$ cat src/rtl/maze_generator.sv
// Binary-tree maze writer for the ROWS x COLS wall bitmap (1 = wall, col = bit index).
// Optional build macro MAZE_EXIT_EN opens an exit in the right border beside the bottom-right cell.
module maze_generator #(
  parameter int          ROWS      = 20,
  parameter int          COLS      = 20,
  parameter logic [15:0] SEED_ZERO = 16'hACE1
) (
  input  logic            Clk,
  input  logic            Reset_n,
  input  logic            start,
  input  logic [15:0]     seed,
  output logic            busy,
  output logic            done,
  output logic            maze_valid,
  output logic [COLS-1:0] maze [0:ROWS-1]
);

  // state  | meaning
  // IDLE   | waiting for start; maze holds the last result
  // FILL   | one row per cycle set to all walls
  // CARVE  | one odd/odd cell opened per cycle, plus north or east passage
  // FINISH | done pulse, maze marked valid
  typedef enum logic [1:0] {IDLE, FILL, CARVE, FINISH} state_t;

  localparam int RW = $clog2(ROWS);
  localparam int CW = $clog2(COLS);
  localparam logic [RW-1:0] ROW_LAST  = RW'(ROWS - 1);
  localparam logic [RW-1:0] ROW_CARVE = RW'(ROWS - 3);
  localparam logic [CW-1:0] COL_CARVE = CW'(COLS - 3);

  state_t        state, state_nx;
  logic [RW-1:0] row;
  logic [CW-1:0] col;
  logic [15:0]   lfsr;
  logic [15:0]   lfsr_nx;
  logic          go_east, go_north, last_cell;

  assign lfsr_nx   = {lfsr[14:0], lfsr[15] ^ lfsr[13] ^ lfsr[12] ^ lfsr[10]};
  assign last_cell = (row == ROW_CARVE) && (col == COL_CARVE);

  always_comb begin
    state_nx = state;
    busy     = 1'b0;
    done     = 1'b0;
    case (state)
      IDLE:   if (start) state_nx = FILL;
      FILL: begin
        busy = 1'b1;
        if (row == ROW_LAST) state_nx = CARVE;
      end
      CARVE: begin
        busy = 1'b1;
        if (last_cell) state_nx = FINISH;
      end
      FINISH: begin
        done     = 1'b1;
        state_nx = IDLE;
      end
      default: state_nx = IDLE;
    endcase
  end

  // Top carve row can only go east; rightmost carve column can only go north.
  always_comb begin
    go_east  = 1'b0;
    go_north = 1'b0;
    if (row == RW'(1))           go_east  = (col != COL_CARVE);
    else if (col == COL_CARVE)   go_north = 1'b1;
    else if (lfsr[0])            go_east  = 1'b1;
    else                         go_north = 1'b1;
  end

  always_ff @(posedge Clk) begin
    if (!Reset_n) begin
      state      <= IDLE;
      maze_valid <= 1'b0;
      lfsr       <= SEED_ZERO;
      row        <= '0;
      col        <= '0;
      for (int r = 0; r < ROWS; r++) maze[r] <= '1;
    end else begin
      state <= state_nx;
      case (state)
        IDLE: if (start) begin
          lfsr       <= (seed == 16'h0) ? SEED_ZERO : seed;
          maze_valid <= 1'b0;
          row        <= '0;
          col        <= '0;
        end
        FILL: begin
          maze[row] <= '1;
          if (row == ROW_LAST) begin
            row <= RW'(1);
            col <= CW'(1);
          end else begin
            row <= row + RW'(1);
          end
        end
        CARVE: begin
          maze[row][col] <= 1'b0;
          if (go_east)  maze[row][col + CW'(1)] <= 1'b0;
          if (go_north) maze[row - RW'(1)][col] <= 1'b0;
          lfsr <= lfsr_nx;
          if (col == COL_CARVE) begin
            col <= CW'(1);
            row <= row + RW'(2);
          end else begin
            col <= col + CW'(2);
          end
        end
        FINISH: begin
          maze_valid <= 1'b1;
          row        <= '0;
          col        <= '0;
`ifdef MAZE_EXIT_EN
          maze[ROWS-3][COLS-1] <= 1'b0;
          maze[ROWS-3][COLS-2] <= 1'b0;
`endif
        end
        default: ;
      endcase
    end
  end

endmodule
$ cat config.mk
export PLATFORM = sky130hd
export DESIGN_NAME = maze_generator
export DESIGN_NICKNAME = d
export VERILOG_FILES = /design/src/rtl/maze_generator.sv
export SDC_FILE = /design/constraint.sdc
export NUM_CORES = 1
export LEC_CHECK = 0
export CORE_ASPECT_RATIO = 1.5
export CORE_MARGIN = 8
export CORE_UTILIZATION = 28
export CTS_CLUSTER_DIAMETER = 40
export DETAILED_ROUTE_END_ITERATION = 10
export PLACE_DENSITY = 0.46
export SYNTH_ARGS = -nofsm -noshare
export SYNTH_HDL_FRONTEND = slang
export SYNTH_SLANG_ARGS = --single-unit
$ cat constraint.sdc
create_clock -name Clk -period 4.8 [get_ports Clk]
set_input_delay 1.44 -clock Clk [delete_from_list [all_inputs] [get_ports Clk]]
set_output_delay 1.44 -clock Clk [all_outputs]
set_load 0.02 [all_outputs]
# Word level (Yosys, flattened, before mapping)
# Cells that the tools add are included.
# W data, S select, Z words.
totals:
  input_bits: 19
  output_inout_bits: 403
  elab_cells: 119
  ff_bits: 429
classes:
  mux: 41
  n_bitwise: 12
  n_eq_ne: 12
  magnitude_cmp: 8
  n_addsub: 5
  reduce_logical: 16
op_table:
  columns: ["operator", "count"]
  rows:
  - ["$mux W400", 4]
  - ["$and A400 B400 Y400", 3]
  - ["$not A400 Y400", 3]
  - ["$pmux W400 S2", 1]
  - ["$demux W20 S5", 4]
  - ["$or A400 B400 Y400", 1]
  - ["$mux W20", 4]
  - ["$pmux W5 S4", 2]
  - ["$mux W16", 2]
  - ["$pmux W16 S2", 1]
  - ["$mux W5", 5]
  - ["$logic_not A16 Y1", 1]
  - ["$eq A5 B5 Y1 const B", 3]
  - ["$ge A6 B6 Y1 const B", 2]
  - ["$lt A5 B6 Y1 const B", 2]
  - ["$lt A6 B1 Y1 const B", 2]
  - ["$not A5 Y6", 2]
  - ["$mux W1", 11]
  - ["$add A5 B1 Y5 const B", 2]
  - ["$add A5 B2 Y5 const B", 2]
  - ["$demux W1 S5", 2]
  - ["$ge A5 B1 Y1 const B", 2]
  - ["$ne A2 B2 Y1 const B", 4]
  - ["$pmux W2 S4", 1]
  - ["14 further kinds", 28]

# Longest topological paths before layout
# Gate-level depths: netlist (run 1).
depth:
  ltp_word: 15
  depth_mapped: 12
  mapped_depth_nobuf: 7

# Least setup slack after synthesis (run 1)
# OpenSTA, ideal clock, no wires.
synth_path:
  kind: "register to register"
  from: "register row[2]"
  to: "register maze[145] (netlist name)"
  stages_incl_launch_ff: 13
  arrival_ns: 2.577
  setup_slack_ns: 2.084
  synth_period_minus_slack_ns: 2.716
  setup_ns: 0.139
  n_path_buf: 5
  required_time_ns: 4.661
  cell_sequence: "dfxtp_1 -> buf_4 -> buf_2 -> buf_4 -> inv_1 -> ha_1 -> a21boi_1 -> xor2_1 -> buf_2 -> a31oi_1 -> nor2_2 -> buf_2 -> a22oi_1"
synth_between:
  elab_chain_len: 14
  word_cells_on_any_way: 32
  classes_between: "add/sub (1); order compare (4); eq/ne (1); mux (15); bitwise (9); reduce/logical (2)"
synth_lines:
  columns: ["item", "line_no", "rtl"]
  rows:
  - ["start: declaration", "32", "logic [RW-1:0] row;"]
  - ["start signal: assignment", "96", "row <= row + RW'(1);"]
  - ["start signal: assignment", "106", "row <= row + RW'(2);"]
  - ["$not A5 Y6 (implied by the code)", "91, 100, 101", null]
  - ["$ge A6 B6 Y1 (implied by the code) or $lt A6 B1 Y1 (tied branches)", "91, 100, 101", null]
  - ["$logic_and A1 B1 Y1 (implied by the code)", "91, 100, 101", null]
  - ["$mux W20 (implied by the code)", "100", "maze[row][col] <= 1'b0;"]
  - ["$demux W20 S5", "100", null]
  - ["$not A400 Y400 (no source line)", null, null]
  - ["$and A400 B400 Y400 (no source line) (2 in series)", null, null]
  - ["$mux W400", "101", "if (go_east) maze[row][col + CW'(1)] <= 1'b0;"]
  - ["$mux W400", "83", "case (state)"]
  - ["$mux W400", "74", "if (!Reset_n) begin"]
  - ["$and A400 B400 Y400 (no source line)", null, null]
  - ["$mux W400", "102", "if (go_north) maze[row - RW'(1)][col] <= 1'b0;"]
  - ["$pmux W400 S2 (*)", "83", null]
  - ["end signal: indexed assignment", "100", null]
  - ["end signal: indexed assignment", "101", null]
  - ["end signal: indexed assignment", "102", null]
  - ["end: declaration", "15", "output logic [COLS-1:0] maze [0:ROWS-1]"]
# Every way passes the cells marked *; elsewhere a longest branch is shown, timed or not. The select of a mux whose other input is x is not followed.
# A chain may end at the register's enable or synchronous reset.

# Worst setup path in the final report (run 1)
layout_path:
  from: "register state[0]"
  to: "output port busy"
layout_between:
  elab_chain_len: 3
  word_cells_on_any_way: 4
  classes_between: "eq/ne (2); mux (1); reduce/logical (1)"
layout_lines:
  columns: ["item", "line_no", "rtl"]
  rows:
  - ["start: declaration", "31", "state_t state, state_nx;"]
  - ["start signal: assignment", "82", "state <= state_nx;"]
  - ["$eq A2 B2 Y1 or $eq A2 B1 Y1 (tied branches)", "45", "case (state)"]
  - ["$reduce_or A2 Y1 (no source line) (*)", null, null]
  - ["$mux W1 (*)", "45", null]
  - ["end: declaration", "12", "output logic busy,"]
# Every way passes the cells marked *; elsewhere a longest branch is shown, timed or not.

==> results of run 1 <==
-- layout make-up --
class,instances,area (µm²)
Antenna cell,3,7.51
Tap cell,1122,1400
Timing Repair Buffer,529,5040
Sequential cell,429,8590
Multi-Input combinational cell,2221,13300
Clock buffer,88,1960
Inverter,15,63.8
Clock inverter,45,574
Fill cell,8593,52300
-- logic make-up (layout without fill, tap and decap cells) --
group,count (synthesis),in the layout,share of synthesized area (%)
other,0,3,0
XOR/XNOR,9,9,0.369
adder cells (fa/ha/maj),13,13,0.696
buffers and inverters,369,677,6.73
AND/OR/NAND/NOR,714,714,14.6
multiplexers,9,9,0.385
AO/OA/AOI/OAI,1476,1476,40.5
flip-flops,429,429,36.7
-- power by group through the flow --
stage / registers (mW) / logic [mW] / clock network (mW)
CTS: 4.39 / 5.58 / 5.60
global route: 4.44 / 6.08 / 5.74
global placement: 4.45 / 5.47 / 0
floorplan: 4.64 / 3.25 / 0
finish: 4.40 / 5.69 / 5.53
detailed placement: 4.46 / 5.56 / 0
-- path summary, 6_finish.rpt --
| check | endpoint | depth (start not counted) |
|---|---|---|
| setup / recovery | busy | 3 |
| hold / removal | lfsr[11] | 2 |
| setup reg to reg | maze[79] | 5 |
| hold reg to reg | lfsr[11] | 2 |
-- flip-flops by register name (all words and copies together), names as in the netlist --
signal      cells
col             5
lfsr           16
maze          400
maze_valid      1
row             5
state           2
-- worst max-delay path, delay by kind of cell (launching register included) --
family                   cells  cell delay (ps)
adder cells (fa/ha/maj)      1              590
buffers and inverters        2              810
flip-flops                   1              390
-- stage by stage --
step / hold WS [ps] / instance area (µm²) / total power [mW]
after floorplan: 438 / 23400 / 7.89
after global placement: 450 / 28400 / 9.92
after detailed placement: 464 / 28400 / 10.0
after CTS: 478 / 30900 / 15.6
after global routing: 515 / 30900 / 16.3
final: 478 / 30900 / 15.6
-- per-layer routing --
metal,share of wire (%),global-route usage (%)
met3,9.3,7.28
met2,46,46.1
met5,0.031,0
met4,6.7,18.4
met1,38,33.9
-- cell usage in the layout (no fill, tap or decap), types with 10 or more instances in the layout --
cell                                n
sky130_fd_sc_hd__inv_6             13
sky130_fd_sc_hd__o311ai_0          89
sky130_fd_sc_hd__ha_1              11
sky130_fd_sc_hd__dfxtp_1          429
sky130_fd_sc_hd__nor3_1            58
sky130_fd_sc_hd__or3_1             10
sky130_fd_sc_hd__a22oi_1           94
sky130_fd_sc_hd__clkbuf_16         74
sky130_fd_sc_hd__o311ai_1          26
sky130_fd_sc_hd__clkdlybuf4s50_1  420
sky130_fd_sc_hd__o221ai_1          63
sky130_fd_sc_hd__o21ai_0          365
sky130_fd_sc_hd__buf_4            107
sky130_fd_sc_hd__nor2_2            17
sky130_fd_sc_hd__a21oi_1          327
sky130_fd_sc_hd__nand3_1           84
sky130_fd_sc_hd__o211ai_1          59
sky130_fd_sc_hd__nand2b_1          18
sky130_fd_sc_hd__a41o_1            10
sky130_fd_sc_hd__a31oi_1           22
sky130_fd_sc_hd__a21o_1            51
sky130_fd_sc_hd__and3_1            12
sky130_fd_sc_hd__inv_1             11
sky130_fd_sc_hd__nand2_1          128
sky130_fd_sc_hd__o32ai_1           18
sky130_fd_sc_hd__a311o_1           15
sky130_fd_sc_hd__nor2_1           291
sky130_fd_sc_hd__a31o_2            18
sky130_fd_sc_hd__o22ai_1          240
==> flow_results.org, run 1 <==
** Routing
- Average wire per standard cell :: 31.8 µm
- Vias/cell :: approximately 6.3
- Drc violations :: 0
- After the first detailed-routing iteration, the DRC count stood at 3339.
- The first TritonRoute pass finished after 6 iterations.
- Once detail routing completed, the nets flagged for antenna violations numbered 0.
- Routed WL :: ~140000 µm
- The routed layout has ~28000 vias.

** Worst setup path
- The worst setup path is launched from a register.
- Critical path's largest stage delay :: 700 ps
- The critical path goes through inv_1 -> ha_4 -> clkdlybuf4s50_1.
- Worst EP arrival :: 2410 ps
- Origin of the critical flop-to-flop path :: col[1]
- CP Class :: register to output pin
- STA classifies the critical path endpoint as an output pin.
- The most critical setup path has its startpoint at state[0].
- At the worst endpoint, the required time is 3360 ps.
- Among all stages on the critical path, the largest delay is contributed by sky130_fd_sc_hd__clkdlybuf4s50_1.
- Worst R2R Setup Slack :: 1400 ps
- Of all nets on the critical path, the largest fanout is 30.

** Die
- DIE AREA :: slightly above 90000 µm²
- The initial utilization of the core area, before any placement, comes to approximately 28%.
- Vertical die dimension :: about 370 µm
- Row cnt :: 130
- The floorplan step defined a core boundary enclosing between 80000 and 90000 µm².
- The die is 252 µm wide.
- Top-level port count :: roughly 420

** Status
- The flow ran to the end, and the final reports show no timing, DRC or antenna violations.

** Timing
- Timing-limited maximum frequency :: ~260 MHz
- Number of endpoints with negative hold slack in the final report :: 0
- Setup slack on the critical path of the routed design comes to roughly 950 ps.
- Of the available clock period, the critical path in the final layout requires between 80% and 90%.
- Final Slew Violations :: 0
- In this run the tightest slew margin relative to its limit is between 10% and 20%.
- Setup repair after global routing left no endpoint under its margin.
- Slew @ Worst Pin :: roughly 1300 ps
- Setup violations remaining at the end of the flow were counted as 0.
- Worst Clk Skew :: around 23 ps
- After routing, the total negative slack on setup checks comes to 0 ps.
- The routed design could run at a clock period as short as between 3000 and 4000 ps.

** Power and ir drop
- Combinational Power Share :: between 30% and 40%
- Of the total power, the share spent switching nets is between 30% and 40%.
- Of the total power, registers draw between 20% and 30%.
- In this run, the clock network consumes a little over a third of the power.
- Dividing total power by cell area gives a power density of just over 500 nW/µm².
- Switching pwr :: ~6.2 mW
- Across the VDD grid, the largest voltage drop is around 0.40 mV.
- Leakage dissipation :: approximately 10 nW
- Internal power component :: between 9 and 10 mW

** Clock network
- No sink is reached through more buffers than the 3 on the longest clock path.
- Counting the buffers created by CTS gives 73.
- Post-CTS setup buffers :: 0
- TritonCTS clock tree :: built
- Gates resized during post-CTS repair numbered 0.
- Clock edge transition at the registers on the reported setup and hold paths :: 50 ps
- In this run, post-CTS hold repair placed 0 buffers.
- The tree built by TritonCTS fans out to between 400 and 500 sinks.
- H-Tree Depth :: 3
- Clock latency on the worst-skew pair, taken at its later pin, is ~640 ps.
- Cell chosen for the clock root :: sky130_fd_sc_hd__clkbuf_16

** GRT
- Entering global routing, the biggest net connects roughly 190 pins.
- Global-route wire length before repair :: 200000 µm
- The number of global-route vias before repair is between 20000 and 30000.
- Summed over all layers, the global routing overflow is 0.
- The number of antenna violations at the first check in global routing came to 4.
- Global routing used between 20 and 30% of the available tracks across all layers.

** Logic synthesis
- Synthesis instantiated around 90 different standard cells from the library.
- The number of nets in the synthesized netlist is just over 3000.
- For this run, asynchronously set or reset flops after synthesis account for 0%.
- The biggest area contributor in the post-synthesis netlist is sky130_fd_sc_hd__dfxtp_1.
- The average instance in the mapped netlist occupies roughly 7.7 µm².
- Sequential cells were found to cover between 30% and 40% of the synthesized design area.
- In the synthesized netlist, the number of instances is about 3000.
- Post-Synthesis Cell Area :: roughly 23000 µm²
- Counting flops with a built-in enable in the synthesized netlist gives 0.
- The commonest cells after synthesis are sky130_fd_sc_hd__dfxtp_1 (429), sky130_fd_sc_hd__o21ai_0 (366), sky130_fd_sc_hd__a21oi_1 (327).
- Flip-flop and latch count after synthesis :: ~430
- Fraction of synthesized cell area taken by the top area cell type :: a little under two fifths
- Yosys warnings :: 0
- After synthesis, the cell types taking the most area are sky130_fd_sc_hd__dfxtp_1 (37%), sky130_fd_sc_hd__o21ai_0 (7.8%), sky130_fd_sc_hd__a21oi_1 (7.0%), sky130_fd_sc_hd__o22ai_1 (6.4%), sky130_fd_sc_hd__nor2_1 (4.7%).
- For this run, the leading register cell type out of synthesis is sky130_fd_sc_hd__dfxtp_1.
- Most used standard cell by instance count after synthesis :: sky130_fd_sc_hd__dfxtp_1

** Finish
- Compared with the post-synthesis result, the final layout area differs by 32.4%.
- Cells fill a little under two fifths of the core in the end.
- Final std cells w/o fill :: 4452
- At the end of the flow, the number of nets in the layout was 3301.
- Cells with a size suffix above 1 make up between 9 and 10% of the layout.

** Placement
- RD Place Congestion :: roughly 0.99
- At the placement stage, the worst setup path has a slack of between 1500 and 2000 ps.
- Number of port buffers :: approximately 420
- The HPWL after detailed placement is approximately 96000 µm.
- Counting tap cells, the placed design contains a total of about 4300 instances.

** Flow run
- Across the run, the number of max-cap violations was 0.

** Worst hold path
- The worst hold path begins at lfsr[11].
- The worst hold path belongs to the class register to register.
Note: power is estimated with default switching activity, not from simulation.
==> inputs of run 2 (changes only) <==
==> constraint.sdc (replaced) <==
create_clock -name Clk -period 3.75 [get_ports Clk]
set_input_delay 1.125 -clock Clk [delete_from_list [all_inputs] [get_ports Clk]]
set_output_delay 1.125 -clock Clk [all_outputs]
set_load 0.02 [all_outputs]
==> flow_results.org, run 2 (synthesis results as in run 1) <==
** Status
- The run finished with clean final reports.

** Clock network
- CTS placed an instance of sky130_fd_sc_hd__clkbuf_16 at the clock tree root.
- Total of hold buffers inserted after clock tree synthesis :: 0
- Buffers added to address setup during post-CTS repair amount to 0.
- PostCTS Resize Cnt :: 0
- The H-tree generated during clock tree synthesis spans 3 levels.
- TritonCTS built the clock tree.
- Clock tree synthesis inserted a total of between 70 and 80 buffers.
- Clock sinks :: about 430
- Worst skew pair latency :: 640 ps
- Clock edge transition at the registers on the reported setup and hold paths :: about 60 ps
- Clk buf depth :: 3

** Timing
- Post-route fraction of the period consumed by the critical path :: around 95%
- Subtracting the final worst setup slack from the clock period gives approximately 3600 ps.
- Setup violations remaining at the end of the flow were counted as 0.
- Setup repair after global routing left no endpoint under its margin.
- Summed over all failing endpoints, the final setup total negative slack is 0 ps.
- The clock arrives with 36.1 ps of skew.
- The number of slew-limit violations in the final report was 0.
- Timing-limited maximum frequency :: roughly 280 MHz
- Number of endpoints with negative hold slack in the final report :: 0
- Worst rel slew slack :: approximately 13%
- Slew @ Worst Pin :: roughly 1300 ps

** GRT
- The first global-routing pass estimated 202000 µm of wire.
- Number of global-route vias before repair :: about 27000
- Initial antenna violation count :: 3
- Global routing finished with a remaining overflow of 0.
- Maximum number of pins on one net before global-route repair :: 190
- Aggregate global-route resource usage :: between 20% and 30%

** Routing
- Top layer used by detailed routing :: met4
- Average wire per standard cell :: between 30 and 40 µm
- For this run, design rule violations remaining after detail routing come to 0.
- Wire segments on met2 add up to roughly 66000 µm in the final route.
- The routed design uses about 12000 µm of met3 wire.
- The pre-antenna-repair detailed-routing pass consisted of 5 iterations.
- After the first detailed-routing iteration, the DRC count stood at ~3200.
- Once detail routing completed, the nets flagged for antenna violations numbered 0.
- Vias/cell :: roughly 6.3
- Met1 wire length :: ~55000 µm
- After detailed routing, the total wire length is between 100000 and 150000 µm.
- DR vias :: between 20000 and 30000

** Worst setup path
- CP Class :: register to register
- For the worst setup path, the data arrival time is ~4000 ps.
- Endpoint of the worst-slack reg-to-reg timing path :: maze[234]
- Maximum fanout count along the critical path :: 16
- Origin of the critical flop-to-flop path :: row[4]
- Startpoint types :: register
- Crit path to :: maze[234]
- For the worst flop-to-flop path, the logic depth is 6.
- The worst setup path is captured at a register.
- The setup check on the worst reg-to-reg path leaves a slack of ~190 ps.
- For the worst setup path, the data required time is around 4300 ps.
- Tracing the worst setup path back leads to its startpoint at row[4].

** Die
- Vertical die dimension :: 370 µm
- Row cnt :: 130
- Die W :: roughly 250 µm
- The die covers ~93000 µm².
- The total area inside the core boundary comes to between 80000 and 90000 µm².
- The initial utilization of the core area, before any placement, comes to roughly 28%.
- Top-level port count :: between 400 and 500

** Power and ir drop
- Maximum resistive drop on vdd :: around 0.55 mV
- Pwr per Cell Area :: 638 nW/µm²
- Leakage dissipation :: about 10 nW

** Finish
- Area of the multi-input gates :: 13300 µm²
- From synthesis to final layout, the design area changed by 34.6%.
- The largest registers in the layout are maze (400), lfsr (16).
- The post-route netlist has ~11% of its cells at a drive strength greater than 1.
- The final layout contains 3374 nets.
- Leaving out fill and tap cells, the most frequent cell in the layout is sky130_fd_sc_hd__dfxtp_1.
- In the layout the commonest cells are sky130_fd_sc_hd__dfxtp_1 (429), sky130_fd_sc_hd__clkdlybuf4s50_1 (420), sky130_fd_sc_hd__o21ai_0 (364).
- The finished cells cover 31500 µm².
- Register name with the most flops :: maze
- Max reg flops :: 400
- Number of fillers in the final layout :: between 8000 and 9000
- Across the whole layout, storage elements account for around 8600 µm².
- Once layout is complete, the utilization of the core stands at 37.8%.

** Placement
- Once placement finished, the instance area stood at ~29000 µm².
- The HPWL after detailed placement is between 90000 and 100000 µm.
- RD Place Congestion :: about 1
- Number of port buffers :: roughly 420

** Worst hold path
- Path class of the lowest-slack min-delay path :: register to register
- The worst hold path passes through 2 cells.

** Flow run
- Reported max-cap violation count :: 0
run 2: cell types whose count changed in the layout (fill, tap and decap cells not counted), sizes merged:
cell,delta
buf,+75
clkbuf,-4
clkinv,-3
clkinvlp,+3
inv,-2
run 2: stage by stage:
step / power, mW / hold slack [ps] / cells / setup slack, ps
global route: 20.9 / 503 / 4518 / 211
finish: 20.1 / 471 / 4521 / 194
floorplan: 10.1 / 438 / 3019 / 1030
detailed placement: 13.0 / 460 / 4391 / 487
CTS: 20.0 / 470 / 4518 / 229
global placement: 12.8 / 452 / 4391 / 429
run 2: power by group:
| group | internal [mW] | switching (mW) |
|---|---|---|
| logic | 2.67 | 4.79 |
| clock network | 4.36 | 2.65 |
| registers | 5.06 | 0.542 |
run 2: worst max-delay path: stages (launching register included):
cell	delay, ps
sky130_fd_sc_hd__dfxtp_1	580
sky130_fd_sc_hd__buf_4	320
sky130_fd_sc_hd__or3_1	630
sky130_fd_sc_hd__nor2_2	890
sky130_fd_sc_hd__o21ai_0	340
sky130_fd_sc_hd__a311oi_1	520
sky130_fd_sc_hd__a21o_1	180
run 2: worst min-delay path by stage:
stage	start	end
after floorplan	lfsr[11]	lfsr[11]
after detailed placement	maze_valid	maze_valid
final	maze_valid	maze_valid
after global placement	lfsr[11]	lfsr[11]
after CTS	maze_valid	maze_valid
after global routing	lfsr[6]	lfsr[6]
run 2: cell type report:
cell class              instances  area share (%)
diodes                          3          0.0239
clock buffers                  84            6.17
clock inverters                43            1.72
inverters                      15           0.203
multi-input cells            2221            42.1
flip-flops and latches        429            27.3
well taps                    1122            4.46
repair buffers                604            18.0
run 2: metal layers:
| layer | vias up | global-route usage (%) |
|---|---|---|
| met3 | 421 | 6.51 |
| met1 | 13900 | 34.4 |
| met2 | 1807 | 47.7 |
| met5 | - | 0 |
| met4 | 0 | 17.9 |
| li1 | 12300 | - |
